`src/rtl/motor_cmd_pkg.sv`:
```
// Shared types and defaults for the motor command conditioner.
// Repeat-state encoding, default parameters and a counter-width helper.
package motor_cmd_pkg;

    typedef enum logic [1:0] {
        R_IDLE,
        R_DELAY,
        R_RATE
    } rep_state_e;

    localparam int DEF_CH_NUM      = 7;
    localparam int DEF_SYNC_STAGES = 2;
    localparam int DEF_DEB_LIMIT   = 10000;
    localparam int DEF_REP_DELAY   = 5000000;
    localparam int DEF_REP_RATE    = 1000000;

    // Bits needed to hold 0..v, i.e. ceil(log2(v+1)), never below 1.
    function automatic int cnt_width(input int unsigned v);
        int w;
        w = 1;
        while ((longint'(1) << w) <= longint'(v)) begin
            w++;
        end
        return w;
    endfunction

endpackage

```
`src/rtl/motor_cmd_cond_if.sv`:
```
// Command bundle between the raw panel inputs and the conditioned outputs.
// The controller side drives raw levels and masks; the conditioner answers.
interface motor_cmd_cond_if
    import motor_cmd_pkg::*;
#(
    parameter int CH_NUM = DEF_CH_NUM
);

    logic [CH_NUM-1:0] rawI;
    logic [CH_NUM-1:0] repMaskI;
    logic [CH_NUM-1:0] levelO;
    logic [CH_NUM-1:0] riseO;
    logic [CH_NUM-1:0] fallO;
    logic [CH_NUM-1:0] repO;

    modport master (
        output rawI,
        output repMaskI,
        input  levelO,
        input  riseO,
        input  fallO,
        input  repO
    );

    modport slave (
        input  rawI,
        input  repMaskI,
        output levelO,
        output riseO,
        output fallO,
        output repO
    );

endinterface

```
`src/rtl/motor_cmd_chan.sv`:
```
// One command channel: synchroniser, debouncer and optional auto-repeat.
// Auto-repeat is built only when MOTOR_CMD_AUTOREPEAT_EN is defined.
module motor_cmd_chan
    import motor_cmd_pkg::*;
#(
    parameter int SYNC_STAGES = DEF_SYNC_STAGES,
    parameter int DEB_LIMIT   = DEF_DEB_LIMIT,
    parameter int REP_DELAY   = DEF_REP_DELAY,
    parameter int REP_RATE    = DEF_REP_RATE
) (
    input  logic clkI,
    input  logic nRstI,
    input  logic rawI,
    input  logic repMaskI,
    output logic levelO,
    output logic riseO,
    output logic fallO,
    output logic repO
);

    localparam int DW = cnt_width(DEB_LIMIT);

    logic [SYNC_STAGES-1:0] sync_q;
    logic [DW-1:0]          cnt_q, cnt_d;
    logic                   level_q, level_d;
    logic                   rise_q, rise_d;
    logic                   fall_q, fall_d;
    logic                   sync_v;
    logic                   diff;
    logic                   accept;

    assign sync_v = sync_q[SYNC_STAGES-1];

    always_comb begin
        diff    = sync_v ^ level_q;
        accept  = diff && (cnt_q == DW'(DEB_LIMIT - 1));
        cnt_d   = '0;
        if (diff && !accept) begin
            cnt_d = cnt_q + 1'b1;
        end
        level_d = level_q ^ accept;
        rise_d  = accept & ~level_q;
        fall_d  = accept & level_q;
    end

    always_ff @(posedge clkI or negedge nRstI) begin
        if (!nRstI) begin
            sync_q  <= '0;
            cnt_q   <= '0;
            level_q <= 1'b0;
            rise_q  <= 1'b0;
            fall_q  <= 1'b0;
        end else begin
            sync_q  <= {sync_q[SYNC_STAGES-2:0], rawI};
            cnt_q   <= cnt_d;
            level_q <= level_d;
            rise_q  <= rise_d;
            fall_q  <= fall_d;
        end
    end

    assign levelO = level_q;
    assign riseO  = rise_q;
    assign fallO  = fall_q;

`ifdef MOTOR_CMD_AUTOREPEAT_EN
    localparam int RMAX = (REP_DELAY > REP_RATE) ? REP_DELAY : REP_RATE;
    localparam int RW   = cnt_width(RMAX);

    rep_state_e    state_q;
    logic [RW-1:0] rcnt_q;
    logic          rep_q;

    // Arm on the same edge riseO is raised so the first repeat lands
    // exactly REP_DELAY cycles after it; abort if the level is dropping.
    always_ff @(posedge clkI or negedge nRstI) begin
        if (!nRstI) begin
            state_q <= R_IDLE;
            rcnt_q  <= '0;
            rep_q   <= 1'b0;
        end else if (rise_d && repMaskI) begin
            state_q <= R_DELAY;
            rcnt_q  <= '0;
            rep_q   <= 1'b0;
        end else if (!level_d || !repMaskI) begin
            state_q <= R_IDLE;
            rcnt_q  <= '0;
            rep_q   <= 1'b0;
        end else begin
            unique case (state_q)
                R_DELAY: begin
                    if (rcnt_q == RW'(REP_DELAY - 1)) begin
                        state_q <= R_RATE;
                        rcnt_q  <= '0;
                        rep_q   <= 1'b1;
                    end else begin
                        rcnt_q  <= rcnt_q + 1'b1;
                        rep_q   <= 1'b0;
                    end
                end
                R_RATE: begin
                    if (rcnt_q == RW'(REP_RATE - 1)) begin
                        rcnt_q  <= '0;
                        rep_q   <= 1'b1;
                    end else begin
                        rcnt_q  <= rcnt_q + 1'b1;
                        rep_q   <= 1'b0;
                    end
                end
                default: begin
                    state_q <= R_IDLE;
                    rcnt_q  <= '0;
                    rep_q   <= 1'b0;
                end
            endcase
        end
    end

    assign repO = rep_q;
`else
    logic unused_rep_mask;
    assign unused_rep_mask = repMaskI;
    assign repO            = 1'b0;
`endif

endmodule

```
`src/rtl/motor_cmd_cond.sv`:
```
// Motor command input conditioner: CH_NUM independent channels.
// Define MOTOR_CMD_AUTOREPEAT_EN to build per-channel auto-repeat.
module motor_cmd_cond
    import motor_cmd_pkg::*;
#(
    parameter int CH_NUM      = DEF_CH_NUM,
    parameter int SYNC_STAGES = DEF_SYNC_STAGES,
    parameter int DEB_LIMIT   = DEF_DEB_LIMIT,
    parameter int REP_DELAY   = DEF_REP_DELAY,
    parameter int REP_RATE    = DEF_REP_RATE
) (
    input  logic             clkI,
    input  logic             nRstI,
    motor_cmd_cond_if.slave  bus
);

    logic [CH_NUM-1:0] level;
    logic [CH_NUM-1:0] rise;
    logic [CH_NUM-1:0] fall;
    logic [CH_NUM-1:0] rep;

    for (genvar g = 0; g < CH_NUM; g++) begin : g_chan
        motor_cmd_chan #(
            .SYNC_STAGES (SYNC_STAGES),
            .DEB_LIMIT   (DEB_LIMIT),
            .REP_DELAY   (REP_DELAY),
            .REP_RATE    (REP_RATE)
        ) u_chan (
            .clkI     (clkI),
            .nRstI    (nRstI),
            .rawI     (bus.rawI[g]),
            .repMaskI (bus.repMaskI[g]),
            .levelO   (level[g]),
            .riseO    (rise[g]),
            .fallO    (fall[g]),
            .repO     (rep[g])
        );
    end

    assign bus.levelO = level;
    assign bus.riseO  = rise;
    assign bus.fallO  = fall;
    assign bus.repO   = rep;

endmodule
```
`src/flat_wrapper.sv`:
```
// flat-port wrapper written by rule: the top's interface ports become plain ports
module motor_cmd_cond_flat import motor_cmd_pkg::*;
#(
    parameter int CH_NUM      = DEF_CH_NUM,
    parameter int SYNC_STAGES = DEF_SYNC_STAGES,
    parameter int DEB_LIMIT   = DEF_DEB_LIMIT,
    parameter int REP_DELAY   = DEF_REP_DELAY,
    parameter int REP_RATE    = DEF_REP_RATE
)
  (clkI, nRstI, bus_rawI, bus_repMaskI, bus_levelO, bus_riseO, bus_fallO, bus_repO);
  motor_cmd_cond_if #(.CH_NUM(CH_NUM)) bus_i ();
  input  logic clkI;
  input  logic nRstI;
  input wire logic [$bits(bus_i.rawI)-1:0] bus_rawI;
  input wire logic [$bits(bus_i.repMaskI)-1:0] bus_repMaskI;
  output wire logic [$bits(bus_i.levelO)-1:0] bus_levelO;
  output wire logic [$bits(bus_i.riseO)-1:0] bus_riseO;
  output wire logic [$bits(bus_i.fallO)-1:0] bus_fallO;
  output wire logic [$bits(bus_i.repO)-1:0] bus_repO;
  assign bus_i.rawI = bus_rawI;
  assign bus_i.repMaskI = bus_repMaskI;
  assign bus_levelO = bus_i.levelO;
  assign bus_riseO = bus_i.riseO;
  assign bus_fallO = bus_i.fallO;
  assign bus_repO = bus_i.repO;
  motor_cmd_cond #(.CH_NUM(CH_NUM), .SYNC_STAGES(SYNC_STAGES), .DEB_LIMIT(DEB_LIMIT), .REP_DELAY(REP_DELAY), .REP_RATE(REP_RATE)) u_core (.clkI(clkI), .nRstI(nRstI), .bus(bus_i));
endmodule
```
`config.mk`:
```
export PLATFORM = sky130hd
export DESIGN_NAME = motor_cmd_cond_flat
export DESIGN_NICKNAME = d
export VERILOG_FILES = /design/src/rtl/motor_cmd_pkg.sv /design/src/rtl/motor_cmd_cond_if.sv /design/src/rtl/motor_cmd_chan.sv /design/src/rtl/motor_cmd_cond.sv /design/src/flat_wrapper.sv
export SDC_FILE = /design/constraint.sdc
export NUM_CORES = 1
export LEC_CHECK = 0
export CAP_MARGIN = 40
export CORE_MARGIN = 5
export CORE_UTILIZATION = 50
export DETAILED_ROUTE_END_ITERATION = 7
export PLACE_DENSITY = 0.7
export SYNTH_ARGS = -nofsm -noshare
export SYNTH_HDL_FRONTEND = slang
export SYNTH_HIERARCHICAL = 1
export SYNTH_SLANG_ARGS = --single-unit
```
`constraint.sdc`:
```
create_clock -name clkI -period 2.49 [get_ports clkI]
set_input_delay 0.249 -clock clkI [delete_from_list [all_inputs] [get_ports clkI]]
set_output_delay 0.249 -clock clkI [all_outputs]
set_load 0.03 [all_outputs]
```
# Yosys cells after proc, flatten, opt, wreduce, memory -nomap -nowiden
# Cells that the tools add are included.
dict set report totals {
  regBits 133
  in_bits 16
  output_inout_bits 28
}
dict set report op_classes {
  add_sub_neg 7
  n_eq_ne 7
  mux 7
  bitwise_logic 35
  n_reduce_logical 21
}
# op count
set op_table {}
lappend op_table {{$add A14 B1 Y14 const B} 7}
lappend op_table {{$eq A14 B14 Y1 const B} 7}
lappend op_table {{$mux W14} 7}
lappend op_table {{$and A1 B1 Y1} 14}
lappend op_table {{$logic_and A1 B1 Y1} 14}
lappend op_table {{$xor A1 B1 Y1} 14}
lappend op_table {{$logic_not A1 Y1} 7}
lappend op_table {{$not A1 Y1} 7}

# Longest topological paths before layout
dict set report logic_depth {
  depth_word 5
  mapped_depth 6
}

# By module
# Netlist, hierarchy kept.
# mod n_inst cells_each area_each_um2 seq_area_each_um2
set modules_own_cells {}
lappend modules_own_cells {motor_cmd_chan 7 79 858.3 475.5}

# Worst setup path before layout
# Ideal clock, no wire load.
dict set report synth_path {
  path_kind {register to register}
  startpoint {reg u_core.g_chan[0].u_chan.cnt_q[7]}
  endpoint {reg with a tool-made name}
  arrival_ns 1.772
  required_ns 2.365
  path_slack_ns 0.593
  path_stages_with_launch 4
  period_less_slack_ns 1.897
  cell_sequence {dfrtp_1 > or4b_1 > or4_4 > mux2_4}
}
# element line
set synth_rtl {}
lappend synth_rtl {{start, declared} motor_cmd_chan.sv:24} ;# logic [DW-1:0] cnt_q, cnt_d;
lappend synth_rtl {{start signal, assigned} motor_cmd_chan.sv:55} ;# cnt_q <= cnt_d;

# Final worst setup path
dict set report layout_path {
  startpoint {reg u_core.g_chan[2].u_chan.cnt_q[7]}
  endpoint {reg u_core.g_chan[2].u_chan.cnt_q[12]}
}
dict set report layout_between {
  elab_chain_cells 5
  elab_cells_between_ends 6
}
# element line
set layout_rtl {}
lappend layout_rtl {{start, declared} motor_cmd_chan.sv:24}
lappend layout_rtl {{start signal, assigned} motor_cmd_chan.sv:55}
lappend layout_rtl {{parallel branches: the longest is 4 deep, another holds $add A14 B1 Y14} -}
lappend layout_rtl {{$mux W14 *} motor_cmd_chan.sv:38} ;# if (diff && !accept) begin
lappend layout_rtl {{net u_core.g_chan[2].u_chan.cnt_d[12]} motor_cmd_chan.sv:24}
# Mark *: on every way through the listed nets, which the timed path passes.

==> summary.txt <==
Status
  • Status: finished, final reports clean

Setup path
  • CP Capture Point: u_core/g_chan[2].u_chan/cnt_q[12]
  • Delay-heaviest family, CP: simple AND/OR/NAND/NOR gates
  • Critical Path Start: u_core/g_chan[2].u_chan/cnt_q[7]
  • Slowest-stage cell, CP: or4_4
  • Crit path cell chain: or4b_1, or4_4, nand2_2, nor2_1
  • CP Max Fanout: 13
  • Reg2Reg Setup Slack: 0.48 ns
  • Largest stage delay, worst path: 0.60 ns
  • WP depth: 4
  • Reg2reg end: u_core/g_chan[2].u_chan/cnt_q[12]
  • Critical Path RT: between 2 and 3 ns
  • WP buf/inv: 0
  • Critical Path Start Type: flip-flop
  • Worst r2r src: u_core/g_chan[2].u_chan/cnt_q[7]
  • Arr. time, crit path: 2.30 ns
  • Crit. End Element: flip-flop
  • Reg2reg path depth: 4
  • Critical path type: flip-flop to flip-flop

Placed design
  • DP HPWL: 6660 um
  • GP Congestion: between 0.8 and 0.9
  • Area post-placement: between 6000 and 7000 um2
  • Placed cells: 717
  • Port Buffer Count: 29

STA
  • Pin slew with the least headroom to its limit: between 0.5 and 0.6 ns
  • Setup Viol. Count Final: 0
  • Period utilisation layout: 0.807
  • Setup TNS: 0 ns
  • Unrepaired setup endpoints after global routing: no
  • Worst hold margin: 0.274 ns
  • Hold Fails Final Rpt: 0
  • Time the worst path needs with I/O delays and setup: around 2 ns
  • Fmax: 498 MHz
  • Slew Viols, Final: 0
  • Slew headroom: 0.639
  • Setup Skew: between 0.006 and 0.007 ns

Global routing
  • All-Layer GR Usage: 0.155
  • First-pass GRT wire length: 18000 um
  • Antenna violations before repair: 0
  • Largest net degree at the start of global routing: 59
  • Vias in the first global route: 3984
  • Global route overflow: 0

Yosys
  • Cells after Synth: 553
  • Distinct cells, synth: 21
  • Dominant cells by area after synthesis: dfrtp_1, xnor2_1, nor2_1
  • Post-Syn Area per Cell: approximately 11 um2
  • Syn Nets: a little under 600
  • Post-synth top area share: 0.554
  • Post-Syn Area: 6010 um2
  • Largest area contributor in the netlist: dfrtp_1
  • Sequential area share after synthesis: 0.554
  • #FFs+latches synth: 133
  • Yosys Warn Count: 6

Floorplanning
  • I/O pin count: between 40 and 50
  • Die Footprint: roughly 14000 um2
  • Initial Utilization: 0.504
  • Chip Height: 120 um
  • Core area: between 10000 and 15000 um2
  • FP Rows: 40
  • Die width: 120 um

Route
  • Total Wirelength: 9950 um
  • Post-DRT Antenna Nets: 0
  • DR pass1 iterations: 4
  • WL/cell: 13.3 um
  • Vias per cell: 5.23
  • Vias: 3925
  • Initial DRC count: 196
  • DRC violations left: 0

Flow run
  • Max_cap viols: 0

Layout
  • Fill cell count: 970
  • Layout Nets: 620
  • Area grow syn2layout: 16.6%
  • Cell area after layout: 7000 um2
  • Fin cells: 750
  • Final Util: 0.588
  • N_diodes: 0
  • Layout cells sized above 1: 0.0862

CTS
  • CTS H-tree lvls: 4
  • Postcts setup bufs: 0
  • Worst-Skew Late Latency: just over 0.4 ns
  • CTS max path bufs: 2
  • Clock-pin slew on the worst setup and hold paths: 0.05 ns
  • Sinks on Clock Net: 133
  • Num CTS Buffers: 17
  • CTS root buffer: clkbuf_16
  • TritonCTS clock tree: done

Pwr
  • Pwr dens: 703 nW/um2
  • Maximum VDD drop: 391 uV
  • P_leak: 2.98 nW

Hold path
  • HP Class: input port to flip-flop
  • Hold Path Stages: 1
cell usage after synthesis:
library cell / instances
and3_1: 14
buf_4: 7
buf_6: 7
conb_1: 7
dfrtp_1: 133
ha_1: 14
inv_1: 7
mux2_4: 7
nand2_1: 21
nand2_2: 7
nand3_1: 35
nand4_1: 21
nor2_1: 112
nor3_1: 28
nor3b_1: 14
nor4_1: 7
or3_1: 7
or4_4: 7
or4b_1: 7
xnor2_1: 70
xor2_1: 21
cell families (layout without fill, tap and decap cells):
group / Yosys count / count (layout) / share of synthesized area
other: 7 / 7 / 0.00437
multiplexers: 7 / 7 / 0.0175
flip-flops: 133 / 133 / 0.554
buffers and inverters: 21 / 71 / 0.0262
XOR/XNOR: 91 / 91 / 0.133
AND/OR/NAND/NOR: 280 / 280 / 0.236
adder cells (fa/ha/maj): 14 / 14 / 0.0292
what timing repair did:
action / in CTS / in global routing
hold endpoints to repair: 56 / 0
hold buffers: 1 / 0
gates resized for setup: 0 / 0
worst register-to-register path, stage by stage, from the launching register on:
cell	delay, ns
dfrtp_1	0.42
or4b_1	0.54
or4_4	0.60
nand2_2	0.25
nor2_1	0.09
final cells by class:
type / count / area (um2) / share of cell area
Clock buffer: 25 / 495 / 0.0707
Clock inverter: 7 / 119 / 0.0170
Inverter: 7 / 26.3 / 0.00375
Multi-Input combinational cell: 399 / 2520 / 0.360
Sequential cell: 133 / 3330 / 0.475
Tap cell: 147 / 184 / 0.0263
Timing Repair Buffer: 32 / 329 / 0.0470
power breakdown:
part / leakage [nW] / switching, mW / total, mW / internal [mW]
combinational: 0.877 / 0.102 / 0.152 / 0.0495
clock: 0.294 / 0.843 / 2.52 / 1.68
sequential: 1.81 / 0.0427 / 2.25 / 2.20
through the flow:
stage,total power [mW],setup WS (ns)
global route,5.14,0.394
finish,4.92,0.481
CTS,4.99,0.469
global placement,2.43,0.507
detailed placement,2.43,0.491
floorplan,2.37,0.593
worst min path at each step:
stage	slack [ns]	startpoint	endpoint
detailed placement	0.25	nRstI	u_core/g_chan[4].u_chan/cnt_q[3]
finish	0.27	bus_rawI[2]	u_core/g_chan[2].u_chan/sync_q[0]
floorplan	-0.05	nRstI	async pin
global placement	0.25	nRstI	u_core/g_chan[4].u_chan/cnt_q[3]
global route	0.25	bus_rawI[5]	u_core/g_chan[5].u_chan/sync_q[0]
CTS	0.25	bus_rawI[2]	u_core/g_chan[2].u_chan/sync_q[0]
state kept, by name, indices dropped and copies added, names as in the netlist, named ones only:
name                         count
u_core/g_chan.u_chan/sync_q     14
u_core/g_chan.u_chan/cnt_q      98
u_core/g_chan.u_chan/fallO       7
u_core/g_chan.u_chan/riseO       7
cell usage in the layout, fill, tap and decap left out, drive strengths merged, types with 21 or more instances in the layout:
cell           count
nor3              28
xor2              21
nand3             35
dfrtp            133
nand2             28
clkdlybuf4s50     28
nor2             112
clkbuf            25
xnor2             70
nand4             21
per-layer routing:
metal  global-route usage  vias up  share of wire
met5                    0        -              0
met1                0.196     1921           0.46
met2                0.248       65           0.49
li1                     -     1930              -
met4               0.0623        0          0.013
met3               0.0514        9          0.043
Note: power is estimated with default switching activity, not from simulation.
